`src/rtl/point_read_arbiter.sv`:
```
// Port-B read arbiter for the point-memory RAM: round-robin between two requesters,
// per-requester outstanding limit, bounds check, fixed-latency in-order responses.
module point_read_arbiter #(
    parameter int unsigned ADDR_W       = 12,
    parameter int unsigned DATA_W       = 26,
    parameter int unsigned READ_LATENCY = 2,
    parameter int unsigned MAX_OUT      = 4
) (
    input  logic              clk_camera,
    input  logic              sys_rst,
    input  logic [ADDR_W-1:0] num_points,
    input  logic              req0_valid,
    input  logic [ADDR_W-1:0] req0_addr,
    output logic              req0_ready,
    input  logic              req1_valid,
    input  logic [ADDR_W-1:0] req1_addr,
    output logic              req1_ready,
    output logic [ADDR_W-1:0] ram_addrb,
    input  logic [DATA_W-1:0] ram_doutb,
    output logic              rsp0_valid,
    output logic              rsp1_valid,
    output logic [DATA_W-1:0] rsp_data,
    output logic              rsp_err
);
    localparam int unsigned DEPTH = 1 + READ_LATENCY;

    logic [2:0]        r_cnt0;
    logic [2:0]        r_cnt1;
    logic              r_last;
    logic [DEPTH-1:0]  r_tag_v;
    logic [DEPTH-1:0]  r_tag_id;
    logic [DEPTH-1:0]  r_tag_err;

    logic              w_elig0;
    logic              w_elig1;
    logic              w_gnt0;
    logic              w_gnt1;
    logic              w_acc;
    logic [ADDR_W-1:0] w_acc_addr;
    logic              w_acc_err;
    logic              w_ret0;
    logic              w_ret1;

    always_comb begin
        w_elig0    = req0_valid && (r_cnt0 < 3'(MAX_OUT));
        w_elig1    = req1_valid && (r_cnt1 < 3'(MAX_OUT));
        // On contention the requester that did not win last time gets the slot.
        w_gnt0     = w_elig0 && (!w_elig1 || r_last);
        w_gnt1     = w_elig1 && !w_gnt0;
        w_acc      = w_gnt0 || w_gnt1;
        w_acc_addr = w_gnt1 ? req1_addr : req0_addr;
        w_acc_err  = w_acc && (w_acc_addr >= num_points);
        w_ret0     = r_tag_v[DEPTH-1] && !r_tag_id[DEPTH-1];
        w_ret1     = r_tag_v[DEPTH-1] && r_tag_id[DEPTH-1];
    end

    assign req0_ready = w_gnt0;
    assign req1_ready = w_gnt1;
    assign rsp0_valid = w_ret0;
    assign rsp1_valid = w_ret1;
    assign rsp_err    = r_tag_v[DEPTH-1] && r_tag_err[DEPTH-1];
    // The last tag stage lines up with the RAM output word, so data is only gated here.
    assign rsp_data   = (r_tag_v[DEPTH-1] && !r_tag_err[DEPTH-1]) ? ram_doutb : '0;

    always_ff @(posedge clk_camera) begin
        if (sys_rst) begin
            r_cnt0    <= '0;
            r_cnt1    <= '0;
            r_last    <= 1'b1;
            r_tag_v   <= '0;
            r_tag_id  <= '0;
            r_tag_err <= '0;
            ram_addrb <= '0;
        end else begin
            r_cnt0    <= r_cnt0 + {2'b00, w_gnt0} - {2'b00, w_ret0};
            r_cnt1    <= r_cnt1 + {2'b00, w_gnt1} - {2'b00, w_ret1};
            r_tag_v   <= {r_tag_v[DEPTH-2:0], w_acc};
            r_tag_id  <= {r_tag_id[DEPTH-2:0], w_gnt1};
            r_tag_err <= {r_tag_err[DEPTH-2:0], w_acc_err};
            if (w_acc) begin
                r_last    <= w_gnt1;
                ram_addrb <= w_acc_addr;
            end
        end
    end
endmodule
```
`config.mk`:
```
export PLATFORM = sky130hd
export DESIGN_NAME = point_read_arbiter
export DESIGN_NICKNAME = d
export VERILOG_FILES = /design/src/rtl/point_read_arbiter.sv
export SDC_FILE = /design/constraint.sdc
export NUM_CORES = 1
export LEC_CHECK = 0
export CORE_MARGIN = 3
export CORE_UTILIZATION = 40
export CTS_BUF_LIST = sky130_fd_sc_hd__clkbuf_8
export CTS_CLUSTER_DIAMETER = 60
export DETAILED_ROUTE_END_ITERATION = 10
export GPL_TIMING_DRIVEN = 0
export PLACE_DENSITY = 0.91
export SYNTH_ARGS = -nofsm -noshare
export SYNTH_HDL_FRONTEND = slang
export SYNTH_SLANG_ARGS = --single-unit
```
`constraint.sdc`:
```
create_clock -name clk_camera -period 4.6 [get_ports clk_camera]
set_input_delay 1.15 -clock clk_camera [delete_from_list [all_inputs] [get_ports clk_camera]]
set_output_delay 1.15 -clock clk_camera [all_outputs]
set_load 0.05 [all_outputs]
```
; ---- Word level (Yosys, flattened, before mapping)
; Index checks and enable logic that the tools add are counted.
[word_totals]
in_bits = 66
wordCells = 31
out_inout_bits = 43
reg_bits = 28
[op_classes]
reduce_logical = 15
order_cmp = 3
n_addsub = 4
mux = 2
[ops]
columns = operator, n
row1 = $mux W26, 1
row2 = $ge A12 B12 Y1, 1
row3 = $mux W12, 1
row4 = $logic_and A1 B1 Y1, 9
row5 = $add A3 B1 Y3, 2
row6 = $lt A3 B3 Y1 const B, 2
row7 = $sub A3 B1 Y3, 2
row8 = $logic_not A1 Y1, 4
row9 = $logic_or A1 B1 Y1, 2

; ---- Longest topological paths before layout
[logic_depth]
word_depth = 10
mapped_depth = 10
depth_no_buf = 9

; ---- Worst setup path before layout
; No wires, ideal clock.
[synth_path]
path_kind = input to output
start = input port req1_valid
end = output port req0_ready
path_stages = 3
required_time_ns = 3.450
path_slack_ns = 1.452
arrival_ns = 1.998
path_buffers = 0
cell_sequence = nand2b_1 > nor2_1 > nor2_1
[synth_via]
elab_chain_len = 4
[synth_lines]
columns = item, line
row1 = "start, declared", 15  ; input logic req1_valid,
row2 = $logic_and A1 B1 Y1, 46  ; w_elig1 = req1_valid && (r_cnt1 < 3'(MAX_OUT));
row3 = $logic_not A1 Y1, 48  ; w_gnt0 = w_elig0 && (!w_elig1 || r_last);
row4 = $logic_or A1 B1 Y1, 48
row5 = $logic_and A1 B1 Y1, 48
row6 = "end, declared", 14  ; output logic req0_ready,
; Every way passes these cells.

; ---- Final worst setup path
[layout_path]
start = input port req1_valid
end = output port req1_ready
[layout_via]
elab_chain_len = 6
[layout_lines]
columns = item, line
row1 = $logic_and A1 B1 Y1 (*), 46
row2 = $logic_not A1 Y1, 48
row3 = $logic_or A1 B1 Y1, 48
row4 = $logic_and A1 B1 Y1, 48
row5 = $logic_not A1 Y1, 49  ; w_gnt1 = w_elig1 && !w_gnt0;
row6 = $logic_and A1 B1 Y1 (*), 49
row7 = "end, declared", 17  ; output logic req1_ready,
; Every way passes the cells marked *; elsewhere a longest branch is shown, timed or not.

==> summary.txt <==
Status
  • Outcome: finished clean

Timing
  • Max-slew violation count: 0
  • Slew margin rel.: between 60% and 70%
  • Crit share post-route: 91.1%
  • Clock Skew: around 0.0025 ns
  • Tmin final: 4.19 ns
  • F_max: 239 MHz
  • RSZ-0062 raised after global routing: false
  • Hold Vio Cnt, Final: 0
  • Final setup viols: 0
  • Slew @ Worst Pin: 0.525 ns
  • Setup_tns: 0 ns

Clock network
  • CTS tree: done
  • Clk_lat worst skew: about 0.27 ns
  • CTS Root Cell: clkbuf_8
  • Post-CTS Setup Bufs: 0
  • Cts repair resizes: 0
  • Total CTS buffers: 3
  • Clock buffer depth: 2
  • Clock transition at the registers of the reported paths: 0.09 ns
  • Post-CTS Hold Buffers: 0
  • CTS H-tree lvls: 1
  • Sink Count: 28

Floorplan
  • Die Footprint: approximately 5000 sq um
  • Initial Utilization: 43.6%
  • Num ports: 109
  • Chip Width: 70.6 microns
  • Die height: 70.6 microns
  • Core area: 3830 sq um
  • Row cnt: 22

Drt
  • Starting DRT DRC Count: 27
  • DR vias: 1680
  • WL final: 4470 microns
  • Wire length per cell: 12.7 microns
  • Vias per cell: roughly 4.8
  • DR DRC count: 0
  • DR pass1 iterations: 4
  • Antenna-violating nets left: 0

Yosys
  • Library cells used by synthesis: 23
  • Mapped Area: about 1700 sq um
  • #FFs+latches synth: 28
  • Adder-Cell Fraction of Synth Area: 14.4%
  • Main combinational cell family by area after synthesis: simple AND/OR/NAND/NOR gates
  • Mux cell area share after synthesis: 7.20%
  • Complex-gate fraction of the synthesized area: 10.6%
  • Post-Synth XOR/XNOR Area: 2.10%
  • Mapped Cells: 194
  • Synth Area in Simple Gates: 22.5%
  • Post-synth EDFFs: 0
  • Syn Nets: 278
  • Asr flop ratio synth: 0%
  • Sequential share of the synthesized area: 33.6%
  • Most used DFF post-synth: dfxtp_1
  • Avg Cell Area, Syn: 8.60 sq um
  • Ys Warns: 0

Layout
  • P&R area growth vs syn: 71.1%
  • Share of cells above drive strength 1: 2.95%
  • Antenna cells: 0
  • Nets@finish: 390

Setup path
  • Register-to-register setup slack: 2.08 ns
  • Crit-path max FO: 10
  • Kind of critical path: in -> out
  • Cell Chain, Critical Path: clkdlybuf4s50_1 -> nand2b_1 -> o21bai_4 -> buf_12 -> inv_1 -> clkdlybuf4s50_1
  • CP required: 3.45 ns
  • CP Capture Type: output pin
  • Crit path largest cell delay: just over 0.8 ns
  • CP arrival: 3.04 ns
  • Most numerous cell on the critical path: clkdlybuf4s50_1
  • Critical Path Source Type: input pin
  • CP max stage cell: clkdlybuf4s50_1

Place
  • Port Buffers: between 100 and 150
  • DP HPWL: 3840 microns
  • RePlAce Congestion: 0.785

Flow run
  • Max_cap viols: 0

Hold path
  • Hold Path Class: reg -> reg

Global routing
  • First-pass GRT wire length: 7620 microns
  • Vias in the first global route: 1615
  • Initial antenna violation count: 0
  • GRT Total Usage: a little under a fifth
  • GR Overflow Total: 0
  • Largest net degree at the start of global routing: 16

Power
  • PwrDens: 344 nW/um^2
  • Total power: 0.983 mW
  • VDD IR-drop max: 195 uV
  • Leakage: about 1.3 nW
-- logic make-up after synthesis --
| group | after synthesis |
|---|---|
| AOI/OAI and AO/OA | 24 |
| adders and majority gates | 18 |
| and+or+nand+nor | 70 |
| DFF | 28 |
| xor gates and xnor gates | 4 |
| muxes | 12 |
| buffers and inverters | 38 |
-- metal layers --
metal | up-vias | share of wire (%) | GRT usage (%)
met5 | - | 0 | 0
met2 | 99 | 49 | 33.8
met4 | 0 | 0.94 | 5.01
met3 | 6 | 11 | 6.25
li1 | 839 | - | -
met1 | 736 | 38 | 21.6
-- cell usage after synthesis (all sizes together) (3+ instances only) --
library cell | number | area (sq um)
a211oi | 14 | 105
a21oi | 3 | 15.0
and2 | 28 | 175
clkbuf | 6 | 22.5
dfxtp | 28 | 561
ha | 16 | 200
inv | 30 | 113
mux2i | 12 | 120
nand2 | 4 | 15.0
nor2 | 24 | 90.1
nor2b | 11 | 68.8
o21ai | 4 | 20.0
-- through the flow --
step	hold WS [ns]	cells	util (%)	cell area, sq um	setup WS, ns
after detailed placement	0.424	349	73.2	2800	0.391
final	0.443	353	74.6	2860	0.408
after CTS	0.447	353	74.6	2860	0.393
after global placement	0.417	349	73.2	2800	0.404
after global routing	0.461	353	74.6	2860	0.325
after floorplan	0.414	194	-	1670	1.45
-- report_power, final --
group	internal, mW	switching (mW)
Clock	0.0767	0.0751
Sequential	0.292	0.0241
Combinational	0.227	0.287
-- worst max-delay path: cells and delay by family --
kind	cells	cell delay, ns
buffers and inverters	4	1.51
AOI/OAI and AO/OA	1	0.26
and+or+nand+nor	1	0.12
-- area by class of cell --
class | instances | area, sq um
clock buffers | 4 | 55.1
multi-input cells | 128 | 948
inverters | 30 | 113
repair buffers | 107 | 1070
well taps | 48 | 60.1
flip-flops and latches | 28 | 561
plain buffers | 8 | 47.5
fillers | 317 | 971
-- registers in the layout (all words and copies together) (netlist names) --
register and flops:
r_last 1, r_cnt1 3, r_tag_err 3, r_cnt0 3
r_tag_id 3, ram_addrb 12, r_tag_v 3
-- final timing paths --
kind                    startpoint                 endpoint  cells after the start
max                     req1_valid               req1_ready                      6
min          r_tag_v[0]$_SDFF_PP0_    r_tag_v[1]$_SDFF_PP0_                      1
max reg2reg   r_cnt1[2]$_SDFF_PP0_  r_tag_err[0]$_SDFF_PP0_                     10
min reg2reg  r_tag_v[0]$_SDFF_PP0_    r_tag_v[1]$_SDFF_PP0_                      1
-- cell usage in the layout, fill, tap and decap left out, types with 2 or more instances in the layout --
cell	netlist	routed
a211oi_1	14	14
clkbuf_1	6	6
xnor2_1	2	2
nor2b_1	11	11
nand2_1	4	4
inv_1	30	30
o21ai_0	4	4
ha_1	16	16
nor2_1	24	24
clkbuf_8	0	4
a21oi_1	3	3
fa_1	2	2
and2_1	28	28
mux2i_1	12	12
clkdlybuf4s50_1	0	107
dfxtp_1	28	28
xor2_1	2	2
(Power assumes the default switching activity.)
==> edit (same settings) <==
`ADDR_W`: 12 -> 14.
--- a/src/rtl/point_read_arbiter.sv
+++ b/src/rtl/point_read_arbiter.sv
@@ -3,3 +3,3 @@
 module point_read_arbiter #(
-    parameter int unsigned ADDR_W       = 12,
+    parameter int unsigned ADDR_W       = 14,
     parameter int unsigned DATA_W       = 26,
Ports: changed (resized num_points, ram_addrb, req0_addr and req1_addr); port bits go from 109 to 117. No check against the original RTL was run, so the function may have changed too.
==> edit against the original RTL <==
- setup slack worse by 86 ps
- combinational power increased by 13%
- hold slack lost 7.2 ps
- critical path depth grew 1
- total power grew 14%
- wire length increased by 8.6%
- sequential cell count rose by 2
- final area rose by 10%
- synthesized area rose by 11%
- largest power group unchanged
==> edit: results (changes against the original RTL) <==
| Metric | Value |
|---|---|
| DP HPWL | `4195 µm (+9.3%)` |
| Synth Net Count | `305 (+9.7%)` |
| Routed length on met2 | `2541 µm (+15%)` |
| P_sw | `440.6 µW (+14%)` |
| Vias in the first global route | `1,862 (+15%)` |
| Seq area share | `0.1906 (-0.005767)` |
| Final Skew | `8.035 ps (+5.580 ps)` |
| Initial DRC Count | `14 (-48%)` |
| Layout cells sized above 1 | `0.04464 (+0.01513)` |
| Largest cells by area after synthesis | `dfxtp_1 (33%), ha_1 (12%), and2_1 (9.5%), mux2i_1 (7.6%), inv_1 (6.9%)` |
| Leak Pwr | `0.001463 µW (+12%)` |
| Port Buf Inserts | `116 (+8.4%)` |
| FILL cells | `370 (+17%)` |
| Met1 GRT Util | `0.1811 (-0.03496)` |
| First-pass GRT wire length | `7914 µm (+3.9%)` |
| Status | `finished clean` |
| Reg2reg setup slack | `2130 ps (+50 ps)` |
| Gr usage total | `0.1896 (+0.0006473)` |
| Final Net Count | `428 (+9.7%)` |
| Commonest cells in the netlist | `inv_1 (34), dfxtp_1 (30), and2_1 (28), nor2_1 (22), ha_1 (18)` |
| Non-clk bufs | `125 (+8.7%)` |
| WL met3 | `581 µm (+13%)` |
| Maximum VDD drop | `258.2 µV (+32%)` |
| Num CTS Buffers | `5 (+2)` |
| Multi-input logic cell count | `140 (+9.4%)` |
| Worst Reg-to-Reg Cells | `11 (+1)` |
| Placer Congestion | `0.7245 (-7.7%)` |
| Final clock-cell share | `0.02501 (+0.005729)` |
| Global routing usage on met2 | `0.3632 (+0.02535)` |
| Unique masters post-synth | `28 (+22%)` |
edit: cell count changes after synthesis, moves of 2 or more:
cell     change
nand2_1      +2
inv_1        +4
a21oi_1      +3
mux2i_1      +2
ha_1         +2
nor2_1       -2
dfxtp_1      +2
edit: per-stage QoR:
| stage | setup slack [ps] | cells | utilization | instance area, µm² | power [µW] |
|---|---|---|---|---|---|
| 3_5_place_dp | 297.7 | 381 | 0.6961 | 3073 | 929.8 |
| 2_1_floorplan | 1472 | 213 | - | 1847 | 733.5 |
| 6_report | 321.5 | 388 | 0.7140 | 3152 | 1116 |
| 4_1_cts | 293.0 | 388 | 0.7140 | 3152 | 1130 |
| 3_3_place_gp | 293.3 | 381 | 0.6961 | 3073 | 913.7 |
| 5_1_grt | 257.1 | 388 | 0.7140 | 3152 | 1198 |
edit: how the worst min path moves through the flow:
stage,startpoint,to,slack [ps],cells past startpoint
6_report,r_tag_err[1],r_tag_err[2],440,1
4_1_cts,r_tag_err[1],r_tag_err[2],440,1
5_1_grt,r_tag_v[0],r_tag_v[1],460,1
2_1_floorplan,r_tag_err[0],r_tag_err[1],410,1
3_3_place_gp,r_tag_id[0],r_tag_id[1],420,1
3_5_place_dp,r_tag_err[1],r_tag_err[2],420,1
edit: cell families (layout without fill, tap and decap cells):
| group | after synthesis | after routing | synth area share |
|---|---|---|---|
| adder cells (fa/ha/maj) | 20 | 20 | 0.1436 |
| AND/OR/NAND/NOR | 72 | 72 | 0.2148 |
| AO/OA/AOI/OAI | 30 | 30 | 0.1159 |
| multiplexers | 14 | 14 | 0.07588 |
| buffers and inverters | 43 | 166 | 0.1057 |
| XOR/XNOR | 4 | 4 | 0.01897 |
| flip-flops | 30 | 30 | 0.3252 |
